==> config.mk <==
export PLATFORM = sky130hd
export DESIGN_NAME = outer_prod_mm_ctrl
export DESIGN_NICKNAME = d
export VERILOG_FILES = /design/src/rtl/outer_prod_mm_ctrl.sv
export SDC_FILE = /design/constraint.sdc
export NUM_CORES = 2
export LEC_CHECK = 0
export ABC_AREA = 1
export ABC_CLOCK_PERIOD_IN_PS = 7600
export BUFFER_PORTS_ARGS = -buffer_cell sky130_fd_sc_hd__buf_2
export CELL_PAD_IN_SITES_DETAIL_PLACEMENT = 1
export CELL_PAD_IN_SITES_GLOBAL_PLACEMENT = 2
export CORE_MARGIN = 2
export CORE_UTILIZATION = 40
export CTS_CLUSTER_SIZE = 28
export DETAILED_ROUTE_END_ITERATION = 12
export HOLD_SLACK_MARGIN = 0.05
export PLACE_DENSITY = 0.89
export SLEW_MARGIN = 20
export SYNTH_ARGS = -nofsm -noshare
export SYNTH_HDL_FRONTEND = slang
export SYNTH_SLANG_ARGS = --single-unit
export TNS_END_PERCENT = 30
==> constraint.sdc <==
create_clock -name clk -period 7.6 [get_ports clk]
set_clock_uncertainty 0.05 [all_clocks]
set_input_delay 0.76 -clock clk [delete_from_list [all_inputs] [get_ports clk]]
set_output_delay 0.76 -clock clk [all_outputs]
set_load 0.005 [all_outputs]
==> src/rtl/outer_prod_mm_ctrl.sv <==
// outer_prod_mm_ctrl: accumulates K outer products of 2x1 A columns and 1x2 B rows into a saturating 2x2 tile.
// Revision 1.0 - initial release.
`default_nettype none

// mult_2x1_1x2: registered 2x1 by 1x2 fixed-point outer product, results rounded toward zero.
module mult_2x1_1x2 #(
  parameter int BIT_NUM  = 18,
  parameter int FRAC_NUM = 9
) (
  input  logic                      clk,
  input  logic                      srst_n,
  input  logic signed [BIT_NUM-1:0] A_00,
  input  logic signed [BIT_NUM-1:0] A_10,
  input  logic signed [BIT_NUM-1:0] B_00,
  input  logic signed [BIT_NUM-1:0] B_01,
  output logic signed [BIT_NUM-1:0] C_00,
  output logic signed [BIT_NUM-1:0] C_01,
  output logic signed [BIT_NUM-1:0] C_10,
  output logic signed [BIT_NUM-1:0] C_11
);
  localparam int W = 2 * BIT_NUM;
  localparam logic signed [W-1:0] ONE_W = 1;

  // Arithmetic shift floors; an inexact negative product gets +1 LSB so it truncates toward zero.
  function automatic logic signed [BIT_NUM-1:0] fx_mul(
    input logic signed [BIT_NUM-1:0] a,
    input logic signed [BIT_NUM-1:0] b
  );
    logic signed [W-1:0] aw;
    logic signed [W-1:0] bw;
    logic signed [W-1:0] full;
    logic signed [W-1:0] sh;
    aw   = {{BIT_NUM{a[BIT_NUM-1]}}, a};
    bw   = {{BIT_NUM{b[BIT_NUM-1]}}, b};
    full = aw * bw;
    sh   = full >>> FRAC_NUM;
    if (full[W-1] && (|full[FRAC_NUM-1:0]))
      sh = sh + ONE_W;
    return sh[BIT_NUM-1:0];
  endfunction

  always_ff @(posedge clk) begin
    if (!srst_n) begin
      C_00 <= '0;
      C_01 <= '0;
      C_10 <= '0;
      C_11 <= '0;
    end else begin
      C_00 <= fx_mul(A_00, B_00);
      C_01 <= fx_mul(A_00, B_01);
      C_10 <= fx_mul(A_10, B_00);
      C_11 <= fx_mul(A_10, B_01);
    end
  end
endmodule

module outer_prod_mm_ctrl #(
  parameter int BIT_NUM  = 18,
  parameter int FRAC_NUM = 9
) (
  input  logic                      clk,
  input  logic                      srst_n,
  input  logic                      start,
  input  logic [4:0]                k_len,
  input  logic                      in_valid,
  output logic                      in_ready,
  input  logic signed [BIT_NUM-1:0] in_a0,
  input  logic signed [BIT_NUM-1:0] in_a1,
  input  logic signed [BIT_NUM-1:0] in_b0,
  input  logic signed [BIT_NUM-1:0] in_b1,
  output logic signed [BIT_NUM-1:0] out_c00,
  output logic signed [BIT_NUM-1:0] out_c01,
  output logic signed [BIT_NUM-1:0] out_c10,
  output logic signed [BIT_NUM-1:0] out_c11,
  output logic                      out_valid,
  input  logic                      out_ready,
  output logic                      busy,
  output logic                      sat_flag
);
  localparam logic [BIT_NUM-1:0] SAT_MAX = {1'b0, {(BIT_NUM-1){1'b1}}};
  localparam logic [BIT_NUM-1:0] SAT_MIN = {1'b1, {(BIT_NUM-1){1'b0}}};

  typedef enum logic [1:0] {
    IDLE  = 2'd0,
    RUN   = 2'd1,
    DRAIN = 2'd2,
    DONE  = 2'd3
  } state_t;

  state_t             state;
  state_t             state_nxt;
  logic [4:0]         beat_cnt;
  logic               prod_vld;
  logic               accept;
  logic               job_start;
  logic [BIT_NUM-1:0] prod     [4];
  logic [BIT_NUM-1:0] acc      [4];
  logic [BIT_NUM-1:0] lane_sum [4];
  logic [BIT_NUM:0]   wide     [4];
  logic [3:0]         lane_sat;

  mult_2x1_1x2 #(
    .BIT_NUM  (BIT_NUM),
    .FRAC_NUM (FRAC_NUM)
  ) u_mult (
    .clk    (clk),
    .srst_n (srst_n),
    .A_00   (in_a0),
    .A_10   (in_a1),
    .B_00   (in_b0),
    .B_01   (in_b1),
    .C_00   (prod[0]),
    .C_01   (prod[1]),
    .C_10   (prod[2]),
    .C_11   (prod[3])
  );

  always_comb begin
    state_nxt = state;
    in_ready  = 1'b0;
    out_valid = 1'b0;
    busy      = (state != IDLE);
    job_start = 1'b0;
    case (state)
      IDLE: begin
        if (start && (k_len != 5'd0)) begin
          job_start = 1'b1;
          state_nxt = RUN;
        end
      end
      RUN: begin
        in_ready = 1'b1;
        if (in_valid && (beat_cnt == 5'd1))
          state_nxt = DRAIN;
      end
      DRAIN:   state_nxt = DONE;
      DONE: begin
        out_valid = 1'b1;
        if (out_ready)
          state_nxt = IDLE;
      end
      default: state_nxt = IDLE;
    endcase
  end

  assign accept = in_valid & in_ready;

  always_ff @(posedge clk) begin
    if (!srst_n) begin
      state    <= IDLE;
      beat_cnt <= '0;
      prod_vld <= 1'b0;
    end else begin
      state    <= state_nxt;
      prod_vld <= accept;
      if (job_start)
        beat_cnt <= k_len;
      else if (accept)
        beat_cnt <= beat_cnt - 5'd1;
    end
  end

  // One guard bit catches overflow; clamp to the signed range of the tile.
  always_comb begin
    lane_sat = '0;
    for (int i = 0; i < 4; i++) begin
      wide[i]     = {acc[i][BIT_NUM-1], acc[i]} + {prod[i][BIT_NUM-1], prod[i]};
      lane_sum[i] = wide[i][BIT_NUM-1:0];
      if (wide[i][BIT_NUM] != wide[i][BIT_NUM-1]) begin
        lane_sat[i] = 1'b1;
        lane_sum[i] = wide[i][BIT_NUM] ? SAT_MIN : SAT_MAX;
      end
    end
  end

  always_ff @(posedge clk) begin
    if (!srst_n) begin
      for (int i = 0; i < 4; i++)
        acc[i] <= '0;
      sat_flag <= 1'b0;
    end else if (job_start) begin
      for (int i = 0; i < 4; i++)
        acc[i] <= '0;
      sat_flag <= 1'b0;
    end else if (prod_vld) begin
      for (int i = 0; i < 4; i++)
        acc[i] <= lane_sum[i];
      if (|lane_sat)
        sat_flag <= 1'b1;
    end
  end

  assign out_c00 = acc[0];
  assign out_c01 = acc[1];
  assign out_c10 = acc[2];
  assign out_c11 = acc[3];
endmodule

`default_nettype wire

==> results.toml <==
[outcome]
status = "complete, no violations"

[synth]
synth_compound_area_frac = 0.0384
synth_top_family_by_area = "adder cells"
synthSimpleGateAreaFrac = 0.188
ys_ff_latch = 153
syn_area_per_cell_um2 = 7.45
async_flop_share = 0
synth_common_cells = "2629 x inv_1, 2165 x nand2_1, 1320 x fa_1, 454 x ha_1, 297 x clkbuf_1"
ys_warn_count = 0
synth_edf_count = 54
netlist.top_cell.by_area = "fa_1"
post-synth-top-count-cell = "inv_1"
synth_top_area_share = 0.427
synth_cell_types = 52
muxShareOfSynthArea = 0
synthFlopType = "dfxtp_1"
yosys.area_share.adder = 0.519
syn-num-nets = 10200
syn-cell-area_mm2 = 0.0619
synthXorXnorAreaFrac = 0.0167
synthCells = 8310
synth_sequential_area_ratio = 0.0582
synth_area_leaders = "fa_1 43%, inv_1 16%, nand2_1 13%"

[timing]
worstMarginPinSlew_ns = 1.15
period_needed_ns = 7.03
period_share = 0.925
setup_ws_ns = 0.567
setup-tns-final_ns = 0
rsz0062_at_grt = "false"
hold-worst-slack_ns = 0.442
fmax_mhz = 142
setup_viol = 0
slew_headroom = 0.232
hold_viol_final = 0
drv_slew = 0

[critical_path]
critPathSlowestCell = "ha_1"
r2r_cells = 11
path_common_cell = "fa_1"
worstSetupPathType = "in -> reg"
arrival_ns = 7.35
max_stage_delay_ns = 0.70
critPathCaptureType = "register"
worstPathMaxFanout = 10
crit_path_start_kind = "input port"
cp_data_required_time_ns = 7.91

[floorplan]
ios = 158
die_w_um = 397
rows = 144
core_mm2 = 0.154
start_util = 0.402
die_h_um = 397
die-area_mm2 = 0.158

[routing]
wirelength_um = 188000
drcViolationCount = 0
via_per_inst = 4.88
num_vias = 50700
wire_per_inst_um = 18.1
ant_nets = 0
dr.pass1.iters = 7
drtIter0Drc = 2497

[global_routing]
grt_usage = 0.246
grt_max_degree = 49
grt_first_pass_wirelength_um = 306000
grt_pass1_vias = 57400
antenna_found_initial = 9
gr-total-overflow = 0

[clocking]
cts-root-buf = "clkbuf_16"
cts_hold_buf = 0
cts_resized = 0
clkLatencyLatePin_ns = 0.47
cts_sinks = 153
htreeDepth = 4
cts_made_buffers = 17
clk_pin_slew_worst_paths_ns = 0.07
cts_tree = "built"
clock_path_buffers = 2
post_cts_buffers = 0

[final_layout]
nets = 10200
area_growth_pct = 6.87
drive_above_1_share = 0.0510
fin_area_mm2 = 0.0661

[place]
dp_hpwl_um = 161000
io_buffer_count = 157
dp_slack_ns = 0.0398
dpl_cell_area_mm2 = 0.0655
gp_congestion = 0.898

[hold_path]
hold_depth = 2
min_path_type = "reg -> reg"

[run]
max-cap-violations = 0
-- worst paths after layout --
| check | start | end | slack [ns] |
|---|---|---|---|
| setup reg to reg | state[0] | acc[3][7] | 4.38 |
| hold reg to reg | sat_flag | sat_flag | 0.44 |
| hold / removal | sat_flag | sat_flag | 0.44 |
| setup / recovery | in_b1[0] | u_mult.C_11[14] | 0.57 |
-- metrics by stage --
step / util / std cells
2_1_floorplan: - / 8310
5_1_grt: 0.430 / 10400
4_1_cts: 0.430 / 10400
6_report: 0.430 / 10400
3_3_place_gp: 0.426 / 10400
3_5_place_dp: 0.426 / 10400
-- cell type report --
class	instances	area [um2]
clock buffers	17	425
multi-input cells	5208	47200
fillers	19400	87800
flip-flops and latches	153	3600
well taps	2044	2560
inverters	2637	9900
repair buffers	324	2300
clock inverters	15	151
diodes	2	5.00
-- sequential cells by signal (all words and copies together) (netlist names) --
| name | flops |
|---|---|
| u_mult.C_00 | 18 |
| sat_flag | 1 |
| prod_vld | 1 |
| acc | 72 |
| u_mult.C_01 | 18 |
| u_mult.C_11 | 18 |
| u_mult.C_10 | 18 |
| state | 2 |
| beat_cnt | 5 |
-- critical path, delay by kind of cell --
kind,cells,cell delay (ns)
buf+inv,5,0.73
fa+ha+maj,7,3.70
simple gates,12,2.00
compound gates,1,0.13
-- metal layers --
| layer | wire length (um) | global-route usage | share of wire | vias up |
|---|---|---|---|---|
| li1 | - | - | - | 23600 |
| met1 | 85800 | 0.333 | 0.46 | 26100 |
| met2 | 90300 | 0.423 | 0.48 | 794 |
| met3 | 6680 | 0.0211 | 0.036 | 158 |
| met4 | 4950 | 0.0645 | 0.026 | 10 |
| met5 | 59 | 0 | 0.00031 | - |
-- placed cells by master (no fill, tap or decap), drive strengths merged, types with 67 or more instances in the layout --
cell type	instances
o21ai	140
nor2	299
dfxtp	99
nand3	213
ha	454
fa	1320
xor2	67
buf	324
nand2	2181
inv	2648
nand4	85
a21oi	242
-- logic make-up after synthesis --
kind of cell,Yosys count
AO/OA/AOI/OAI,445
XOR/XNOR,117
adder cells (fa/ha/maj),1774
buffers and inverters,2949
flip-flops,153
AND/OR/NAND/NOR,2872
Power is not shown: default switching activity piles up to over one toggle a cycle in this logic, so the estimate is an artifact.
